[src/rtl/apb_cmd_pkg.sv]
// Shared types for the APB command master: FSM state encoding, bus widths and
// the response record returned for every accepted command.
package apb_cmd_pkg;

   localparam int APB_ADDR_W = 32;
   localparam int APB_DATA_W = 32;

   typedef enum logic [1:0] {
      IDLE   = 2'd0,
      SETUP  = 2'd1,
      ACCESS = 2'd2,
      RESP   = 2'd3
   } apb_state_t;

   typedef struct packed {
      logic [APB_DATA_W-1:0] rdata;
      logic                  err;
      logic                  timeout;
   } apb_rsp_t;

endpackage

[src/rtl/apb_cmd_master.sv]
// Single-outstanding APB3 master: converts a valid/ready command stream into
// SETUP/ACCESS transfers with a wait-state timeout, one response per command.
module apb_cmd_master
   import apb_cmd_pkg::*;
#(
   parameter int unsigned TIMEOUT_CYCLES = 255,
   parameter int unsigned CNT_W          = 8
) (
   input  logic                  clk,
   input  logic                  rst_,
   input  logic                  req_valid_i,
   output logic                  req_ready_o,
   input  logic                  req_write_i,
   input  logic [APB_ADDR_W-1:0] req_addr_i,
   input  logic [APB_DATA_W-1:0] req_wdata_i,
   output logic                  rsp_valid_o,
   input  logic                  rsp_ready_i,
   output logic [APB_DATA_W-1:0] rsp_rdata_o,
   output logic                  rsp_err_o,
   output logic                  rsp_timeout_o,
   output logic                  m_apb_psel_o,
   output logic                  m_apb_penable_o,
   output logic                  m_apb_pwrite_o,
   output logic [APB_ADDR_W-1:0] m_apb_paddr_o,
   output logic [APB_DATA_W-1:0] m_apb_pwdata_o,
   input  logic                  m_apb_pready_i,
   input  logic [APB_DATA_W-1:0] m_apb_prdata_i,
   input  logic                  m_apb_pslverr_i
);

   localparam int unsigned      TO_LAST_I = (TIMEOUT_CYCLES > 0) ? TIMEOUT_CYCLES - 1 : 0;
   localparam logic [CNT_W-1:0] TO_LAST   = CNT_W'(TO_LAST_I);
   localparam bit               TO_EN     = (TIMEOUT_CYCLES != 0);

   apb_state_t       state, state_nxt;
   apb_rsp_t         rsp_q, rsp_nxt;
   logic [CNT_W-1:0] to_cnt;
   logic             accept;
   logic             aligned;
   logic             to_hit;

   assign accept  = req_valid_i & req_ready_o;
   assign aligned = (req_addr_i[1:0] == 2'b00);
   // pready has priority: the abort only fires on a wait-state cycle
   assign to_hit  = TO_EN && (to_cnt == TO_LAST) && !m_apb_pready_i;

   always_comb begin
      state_nxt = state;
      rsp_nxt   = rsp_q;
      case (state)
         IDLE: begin
            if (accept) begin
               if (aligned) begin
                  state_nxt = SETUP;
               end else begin
                  state_nxt = RESP;
                  rsp_nxt   = '{rdata: '0, err: 1'b1, timeout: 1'b0};
               end
            end
         end
         SETUP: state_nxt = ACCESS;
         ACCESS: begin
            if (m_apb_pready_i) begin
               state_nxt       = RESP;
               rsp_nxt.rdata   = (m_apb_pwrite_o || m_apb_pslverr_i) ? '0 : m_apb_prdata_i;
               rsp_nxt.err     = m_apb_pslverr_i;
               rsp_nxt.timeout = 1'b0;
            end else if (to_hit) begin
               state_nxt = RESP;
               rsp_nxt   = '{rdata: '0, err: 1'b1, timeout: 1'b1};
            end
         end
         RESP: begin
            if (rsp_ready_i) state_nxt = IDLE;
         end
         default: state_nxt = IDLE;
      endcase
   end

   // Outputs are decoded from the next state so every port comes from a flop
   always_ff @(posedge clk or negedge rst_) begin
      if (!rst_) begin
         state           <= IDLE;
         rsp_q           <= '0;
         to_cnt          <= '0;
         req_ready_o     <= 1'b0;
         rsp_valid_o     <= 1'b0;
         m_apb_psel_o    <= 1'b0;
         m_apb_penable_o <= 1'b0;
         m_apb_pwrite_o  <= 1'b0;
         m_apb_paddr_o   <= '0;
         m_apb_pwdata_o  <= '0;
      end else begin
         state           <= state_nxt;
         rsp_q           <= rsp_nxt;
         req_ready_o     <= (state_nxt == IDLE);
         rsp_valid_o     <= (state_nxt == RESP);
         m_apb_psel_o    <= (state_nxt == SETUP) || (state_nxt == ACCESS);
         m_apb_penable_o <= (state_nxt == ACCESS);
         if (accept && aligned) begin
            m_apb_pwrite_o <= req_write_i;
            m_apb_paddr_o  <= {req_addr_i[APB_ADDR_W-1:2], 2'b00};
            m_apb_pwdata_o <= req_wdata_i;
         end
         if (state == SETUP) begin
            to_cnt <= '0;
         end else if ((state == ACCESS) && !m_apb_pready_i) begin
            to_cnt <= to_cnt + CNT_W'(1);
         end
      end
   end

   assign rsp_rdata_o   = rsp_q.rdata;
   assign rsp_err_o     = rsp_q.err;
   assign rsp_timeout_o = rsp_q.timeout;

endmodule
[config.mk]
export PLATFORM = sky130hd
export DESIGN_NAME = apb_cmd_master
export DESIGN_NICKNAME = d
export VERILOG_FILES = /design/src/rtl/apb_cmd_pkg.sv /design/src/rtl/apb_cmd_master.sv
export SDC_FILE = /design/constraint.sdc
export NUM_CORES = 1
export LEC_CHECK = 0
export CAP_MARGIN = 40
export CORE_ASPECT_RATIO = 1.75
export CORE_MARGIN = 2
export CORE_UTILIZATION = 46
export DETAILED_ROUTE_END_ITERATION = 8
export PLACE_DENSITY = 0.86
export SYNTH_ARGS = -nofsm -noshare
export SYNTH_HDL_FRONTEND = slang
export SYNTH_SLANG_ARGS = --single-unit
[constraint.sdc]
create_clock -name clk -period 5.05 [get_ports clk]
set_clock_uncertainty 0.15 [all_clocks]
set_input_delay 0.7575 -clock clk [delete_from_list [all_inputs] [get_ports clk]]
set_output_delay 0.7575 -clock clk [all_outputs]
set_load 0.1 [all_outputs]
==> metrics.md, run 1 <==
| Metric | Value |
|---|---|
| Setup TNS | `0 ns` |
| Initial Utilization | `0.4717` |
| Worst slew pin tran | `0.8481 ns` |
| Drt pass-1 iters | `4` |
| FF+latch count, synth | `around 110` |
| CTS buffer count | `9` |
| Final worst-path cycle share | `0.5233` |
| Distinct cells, synth | `40` |
| Tmin final | `2.643 ns` |
| Vias | `4419` |
| Vias in the first global route | `4848` |
| First-pass GRT wire length | `26880 microns` |
| Final Slew Violations | `0` |
| Ys async rst share | `1.000` |
| Longest Clk Path Bufs | `2` |
| Synth area leader | `dfrtp_1` |
| DRC | `0` |
| Worst R2R Setup Slack | `around 3 ns` |
| Largest net degree at the start of global routing | `69` |
| Grt ovf | `0` |
| Worst-Skew Late Latency | `0.35 ns` |
| Max Freq | `0.3784 GHz` |
| Die Area | `0.01137 sq mm` |
| I/O pins | `206` |
| Dpl hpwl | `13160 microns` |
| Reg clk slew, reported paths | `about 0.07 ns` |
| Crit path max fanout | `63` |
| Root Driver | `clkbuf_16` |
| Hold Startpoint | `m_apb_pwdata_o[7]` |
| Synth top area cells | `dfrtp_1 58%, mux2_2 14%, o221ai_1 5.8%` |
| Met3 GRT Util | `0.06809` |
| Nature of the critical path startpoint | `input pin` |
| Area grow syn2layout | `85.85%` |
| Setup-failing EPs final | `0` |
| CTS Sinks | `111` |
| Met2 Use GR | `0.5794` |
| Status | `complete, no violations` |
| Crit path launch | `req_valid_i` |
| Fillers | `between 300 and 400` |
| Synth warn | `0` |
| Post-CTS setup buffer count | `0` |
| Post-route ant nets | `0` |
| Synth top area share | `0.5751` |
| Post-Syn Instances | `391` |
| DIE WIDTH | `81.46 microns` |
| Core area | `0.01024 sq mm` |
| CTS tree | `done` |
| # rows | `49` |
| Top cells by count, synth | `111 x dfrtp_1, 58 x mux2_2, 40 x nand2_1, 37 x nand3_1, 33 x inv_1` |
| Max cap viols | `0` |
| Syn Area/Cell | `about 12 sq um` |
| Gr busiest metal | `met2` |
| Hold Path Class | `flop to flop` |
| Critical Path AT | `2.72 ns` |
| DR WL/cell | `between 20 and 25 microns` |
| Top_reg_cell synth | `dfrtp_1` |
| Share of cells above drive strength 1 | `0.2762` |
| Post-synth EDFFs | `0` |
| Routed WL | `17430 microns` |
| Worst slew margin | `0.4346` |
| WP data required | `5.12 ns` |
| Post-Syn Area | `approximately 0.0048 sq mm` |
| Met1 Usage GRT | `0.3431` |
| DRT iter0 DRCs | `345` |
| Worst R2R Path Depth | `4` |
| Critical Setup Path Class | `input pin to flop` |
| Hold bufs inserted after CTS | `0` |
| Fin. Hold Viols | `0` |
| Port Buf Inserts | `203` |
| Post-CTS sizing | `0` |
| Final layout net count | `~790` |
| All-layer global routing usage | `0.3197` |
| Placer congestion estimate | `about 0.77` |
| Vias per cell | `5.422` |
| Ant diodes | `0` |
| Sequential area share after synthesis | `0.5751` |
| # H-tree levels | `3` |
| Reg2Reg Capture Point | `m_apb_paddr_o[23]` |
| R2r startpoint | `req_ready_o` |
| Die Y | `approximately 140 microns` |
| Count leader, synth | `dfrtp_1` |
| Antenna violations before repair | `0` |
| RSZ-0062 raised after global routing | `false` |
| Worst Hold Depth | `1` |
| Hold Crit Endpoint | `m_apb_pwdata_o[7]` |
| CP endpoint kind | `flop` |
cell usage in the layout, fill, tap and decap left out, types with 2 or more instances in the layout:
master / synthesis / layout
o21ai_0: 4 / 4
nand2_1: 40 / 40
nor4_1: 2 / 2
clkbuf_1: 6 / 2
nor3_1: 2 / 2
dfrtp_1: 111 / 111
nor2_1: 3 / 2
clkbuf_8: 0 / 3
conb_1: 1 / 2
clkdlybuf4s50_1: 0 / 202
nor3b_4: 1 / 2
inv_1: 33 / 33
nand3_1: 37 / 37
nand2b_1: 3 / 3
nand4_1: 2 / 2
buf_16: 0 / 21
mux2_2: 58 / 58
mux2i_1: 2 / 2
buf_4: 6 / 5
ha_1: 5 / 5
buf_8: 0 / 82
o221ai_1: 32 / 32
a31oi_1: 2 / 2
mux2_1: 5 / 5
clkbuf_16: 0 / 9
state kept, by name, indices dropped and copies added (netlist names):
name	cells
m_apb_pwdata_o	32
m_apb_psel_o	1
m_apb_penable_o	1
rsp_err_o	1
rsp_valid_o	1
state	2
to_cnt	8
rsp_rdata_o	32
m_apb_paddr_o	30
m_apb_pwrite_o	1
rsp_timeout_o	1
req_ready_o	1
final cells by class:
type,instances,area [sq um],area share
multi-input combinational,218,1735,0.1933
clock inverter,2,37.54,0.004182
timing repair buffer,310,3869,0.4310
clock buffer,14,274.0,0.03053
tap,127,158.9,0.01770
inverter,33,123.9,0.01380
sequential,111,2778,0.3095
per-stage QoR:
stage               hold WS [ns]    util  instances  setup WS, ns  area, sq um
global route              0.3699  0.8767        815         2.362         8976
finish                    0.3478  0.8767        815         2.407         8976
CTS                       0.3541  0.8767        815         2.439         8976
global placement          0.3178  0.6696        696         2.082         6855
floorplan                 0.2991       -        392         2.715         4833
detailed placement        0.3307  0.8463        799         2.114         8665
how the worst max path moves through the flow:
stage / end / slack [ns] / depth (start not counted)
after global placement: rsp_rdata_o[8] / 2.08 / 4
final: m_apb_paddr_o[23] / 2.41 / 5
after detailed placement: m_apb_paddr_o[23] / 2.11 / 5
after CTS: m_apb_paddr_o[23] / 2.44 / 5
after global routing: m_apb_paddr_o[23] / 2.36 / 5
after floorplan: m_apb_paddr_o[31] / 2.72 / 4
metal layers:
layer  part of all wire  up-vias
li1                   -     1970
met1               0.34     2192
met2               0.56      212
met3              0.064       45
met4              0.042        0
met5                  0        -
critical path, cell delays in order:
cell and delay, ns:
clkdlybuf4s50_1 0.54, nand2_1 0.12, nor3_4 0.14, buf_4 0.65, mux2_2 0.45
logic make-up after synthesis:
| group | count (synthesis) | share of synthesized area |
|---|---|---|
| compound gates | 51 | 0.09379 |
| xor+xnor | 1 | 0.001814 |
| fa+ha+maj | 5 | 0.01295 |
| buf+inv | 63 | 0.06865 |
| flops | 111 | 0.5751 |
| mux | 65 | 0.1510 |
| other cells | 1 | 0.0007765 |
| simple gates | 94 | 0.09586 |
Power of run 1 is not shown: default switching activity piles up to over one toggle a cycle in this logic, so the estimate is an artifact.
==> inputs of run 2 (changes only) <==
Settings changed: CORE_UTILIZATION 46 to 43, PLACE_DENSITY 0.86 to 0.81.
Clock period 5.05 ns to 2.56 ns, I/O delays scaled along.
==> metrics.md, run 2 (same netlist as run 1, synthesis figures left out) <==
| Metric | Value |
|---|---|
| Status | `complete, no violations` |
| Vias in the first global route | `between 3k and 4k` |
| Worst R2R Setup Slack | `0.66 ns` |
| Drt pass-1 iters | `5` |
| Worst-Skew Late Latency | `roughly 0.34 ns` |
| Die Area | `0.01213 sq mm` |
| Setup-failing EPs final | `0` |
| Die Y | `144.2 microns` |
| Commonest non-fill, non-tap cells in the layout | `111 x dfrtp_1, 109 x buf_4, 101 x clkdlybuf4s50_1` |
| Port Buf Inserts | `203` |
| # rows | `51` |
| Reg clk slew, reported paths | `roughly 0.07 ns` |
| Longest Clk Path Bufs | `2` |
| Dpl hpwl | `about 9400 microns` |
| Worst slew margin | `0.6153` |
| CTS buffer count | `9` |
| Antenna violations before repair | `0` |
| Tmin final | `around 1.9 ns` |
| Hold bufs inserted after CTS | `1` |
| Worst slew pin tran | `0.5770 ns` |
| Final worst-path cycle share | `0.7417` |
| Post-route ant nets | `0` |
| Fin. Hold Viols | `0` |
| WP data required | `2.63 ns` |
| Post-CTS sizing | `0` |
| Core area | `0.01104 sq mm` |
| Nature of the critical path startpoint | `flop` |
| Final Slew Violations | `0` |
| Vias | `3842` |
| DR WL/cell | `17.33 microns` |
| I/O pins | `about 210` |
| Hold Path Class | `flop to flop` |
| Most common cell after layout, fill and taps aside | `dfrtp_1` |
| DIE WIDTH | `84.12 microns` |
| Largest net degree at the start of global routing | `64` |
| Root Driver | `clkbuf_16` |
| CP endpoint kind | `flop` |
| Crit path max fanout | `15` |
| Critical Path AT | `just under 2 ns` |
| # H-tree levels | `3` |
| Setup TNS | `0 ns` |
| Vias per cell | `5.292` |
| DRT iter0 DRCs | `99` |
| RSZ-0062 raised after global routing | `false` |
| Placer congestion estimate | `0.8386` |
| CTS tree | `done` |
| Post-CTS setup buffer count | `0` |
| Routed WL | `12580 microns` |
| First-pass GRT wire length | `19860 microns` |
| Max cap viols | `0` |
| Max Freq | `between 0.5 and 0.6 GHz` |
| All-layer global routing usage | `0.2076` |
| Critical Setup Path Class | `flop to flop` |
| Area grow syn2layout | `45.49%` |
| Initial Utilization | `0.4375` |
| Grt ovf | `0` |
| Final layout net count | `roughly 700` |
| DRC | `0` |
| Share of cells above drive strength 1 | `0.3322` |
| CTS Sinks | `111` |
run 2: changes by cell type in the layout (fill, tap and decap cells not counted):
cell             before  now
buf_12                0    4
buf_16               21    0
buf_4                 5  109
buf_8                82    0
clkbuf_1              2    0
clkbuf_8              3    0
clkdlybuf4s50_1     202  101
clkinv_2              0    1
clkinv_4              0    1
diode_2               0    1
dlygate4sd3_1         0    1
inv_6                 0    3
run 2: cell type report:
class                      instances  area, sq um
clock buffer                       9        225.2
multi-input combinational        218         1735
tap                              132        165.2
clock inverter                     7        77.57
timing repair buffer             215         1919
antenna                            1        2.502
inverter                          33        123.9
sequential                       111         2778
fill                             866         4013
run 2: final timing paths:
kind / from / to / depth (start not counted)
max: state[0] / to_cnt[6] / 3
min: m_apb_pwdata_o[5] / m_apb_pwdata_o[5] / 1
max reg2reg: state[0] / to_cnt[6] / 3
min reg2reg: m_apb_pwdata_o[5] / m_apb_pwdata_o[5] / 1
max in group asynchronous: rst_ / rsp_rdata_o[17] / 3
min in group asynchronous: rst_ / m_apb_pwdata_o[10] / 2
run 2: per-stage QoR:
| stage | hold slack, ns | instances | setup WS [ns] | area (sq um) | util |
|---|---|---|---|---|---|
| 2_1_floorplan | -0.06159 | 392 | 0.2253 | 4833 | - |
| 4_1_cts | 0.3403 | 725 | 0.6528 | 7024 | 0.6363 |
| 6_report | 0.3419 | 726 | 0.6614 | 7027 | 0.6365 |
| 3_5_place_dp | 0.2685 | 708 | 0.3586 | 6711 | 0.6080 |
| 3_3_place_gp | 0.2615 | 708 | 0.3970 | 6711 | 0.6080 |
| 5_1_grt | 0.3518 | 725 | 0.5903 | 7024 | 0.6363 |
run 2: critical path, stage by stage (launching register included):
cell and delay, ns:
dfrtp_1 0.57, or3b_1 0.62, o311ai_4 0.33, o41ai_2 0.11
run 2: routing by layer:
metal / global-route usage / share of wire
met1: 0.2246 / 0.37
met2: 0.3747 / 0.54
met3: 0.05651 / 0.066
met4: 0.09508 / 0.031
met5: 0 / 0
Power of run 2 is left out for the same reason.
==> inputs of run 3 (changes only) <==
Clock period 2.56 ns to 1.9 ns, I/O delays scaled along.
==> metrics.md, run 3 (same netlist as run 1, synthesis figures left out) <==
| Metric | Value |
|---|---|
| Status | `complete, no violations` |
| CP endpoint kind | `flop` |
| Final worst-path cycle share | `0.9252` |
| Slowest Stage Delay on Critical Path | `about 0.55 ns` |
| CTS Sinks | `111` |
| Setup-failing EPs final | `0` |
| Die Y | `approximately 140 microns` |
| Most common cell after layout, fill and taps aside | `dfrtp_1` |
| Setup Slack @ Placement | `-0.2028 ns` |
| # rows | `just over 50` |
| DR WL/cell | `approximately 19 microns` |
| CTS tree | `done` |
| R2r startpoint | `to_cnt[0]` |
| Grt ovf | `0` |
| Longest Clk Path Bufs | `2` |
| DIE WIDTH | `84.12 microns` |
| Worst R2R Path Depth | `6` |
| Worst-Skew Late Latency | `0.34 ns` |
| Reg clk slew, reported paths | `approximately 0.07 ns` |
| I/O pins | `around 210` |
| Critical Setup Path Class | `input pin to flop` |
| Port Buf Inserts | `203` |
| Critical Path AT | `around 1.8 ns` |
| Final Slew Violations | `0` |
| Post-route ant nets | `0` |
| Worst setup margin | `about 0.14 ns` |
| Placer congestion estimate | `0.8233` |
| First-pass GRT wire length | `22140 microns` |
| Share of cells above drive strength 1 | `0.3389` |
| Dpl hpwl | `roughly 11000 microns` |
| DRC | `0` |
| Final core utilization | `0.7604` |
| Antenna violations before repair | `0` |
| Crit-path cells | `clkdlybuf4s50_1, nand2_4, nor3_4, buf_12, mux2_2` |
| Worst path slowest cell | `clkdlybuf4s50_1` |
| Area grow syn2layout | `73.81%` |
| Final layout net count | `700` |
| Hold Path Class | `input pin to async pin` |
| Fin. Hold Viols | `0` |
| Initial Utilization | `0.4375` |
| DRT iter0 DRCs | `131` |
| Nature of the critical path startpoint | `input pin` |
| Layout Cells excl Fill | `728` |
| WP data required | `between 1.5 and 2 ns` |
| # H-tree levels | `3` |
| Die Area | `around 0.012 sq mm` |
| Drt pass-1 iters | `4` |
| Vias | `around 3.9k` |
| Largest net degree at the start of global routing | `59` |
| Largest delay share family, worst path | `buffers and inverters` |
| Post-Place Cells | `712` |
| Core area | `0.01104 sq mm` |
| Ant diodes | `0` |
| Max cap viols | `0` |
| Vias in the first global route | `4163` |
| Routed WL | `14140 microns` |
| All-layer global routing usage | `0.2370` |
| Tmin final | `1.758 ns` |
| Buf/Inv on CP | `2` |
| Root Driver | `clkbuf_16` |
| Fillers | `661` |
| Reg2Reg Capture Point | `m_apb_psel_o` |
| Crit path max fanout | `51` |
| Max Freq | `0.5688 GHz` |
| Worst R2R Setup Slack | `0.15 ns` |
| CTS buffer count | `9` |
| Vias per cell | `5.394` |
| RSZ-0062 raised after global routing | `false` |
| Commonest non-fill, non-tap cells in the layout | `110 x dfrtp_1, 109 x buf_12, 101 x clkdlybuf4s50_1` |
[run 3: cell count changes in the layout (fill, tap and decap cells not counted), sizes merged]
cell      delta
inv          -1
clkinvlp     +1
clkinv       -2
diode        -1
bufinv       +1
buf          +4
[run 3: worst max-delay path by stage]
stage	slack, ns	end	from	cells past startpoint
6_report	0.14	m_apb_paddr_o[16]	req_valid_i	5
5_1_grt	0.07	rsp_rdata_o[14]	state[0]	5
2_1_floorplan	0.008	m_apb_paddr_o[31]	req_ready_o	4
3_3_place_gp	-0.16	m_apb_paddr_o[24]	req_valid_i	5
4_1_cts	0.09	m_apb_psel_o	to_cnt[0]	6
3_5_place_dp	-0.20	m_apb_paddr_o[2]	req_valid_i	5
[run 3: timing repair]
action,in CTS,in global routing
endpoints found under the setup margin,0,1
resized for setup,0,1
hold endpoints to repair,22,0
hold buffers,1,0
buffers inserted,0,0
[run 3: stage by stage]
stage          cell area [sq um]  hold WS [ns]  TNS (ns)
3_5_place_dp                8066       0.06523    -13.48
6_report                    8394        0.2641         0
3_3_place_gp                8066       0.06244    -11.63
2_1_floorplan               4845       -0.1606         0
4_1_cts                     8394        0.2415         0
5_1_grt                     8394        0.2758         0
[run 3: layout make-up]
class                      instances  area [sq um]  area share
sequential                       111          2781      0.3313
clock buffer                       9         225.2     0.02683
inverter                          33         123.9     0.01476
timing repair buffer             219          3263      0.3887
clock inverter                     6         92.59     0.01103
tap                              132         165.2     0.01968
multi-input combinational        218          1743      0.2076
[run 3: worst register-to-register path, delay by kind of cell (launching register included)]
family | cells | cell delay [ns]
flip-flops | 1 | 0.40
adder cells (fa/ha/maj) | 2 | 0.47
AO/OA/AOI/OAI | 2 | 0.37
AND/OR/NAND/NOR | 1 | 0.14
buffers and inverters | 1 | 0.11
[run 3: metal layers]
metal  share of wire  global-route usage  vias to the layer above
met2            0.56              0.4486                      179
li1                -                   -                     1779
met4           0.029             0.08829                        0
met3           0.069             0.06507                       24
met5               0                   0                        -
met1            0.34              0.2462                     1945
Power of run 3 is left out for the same reason.
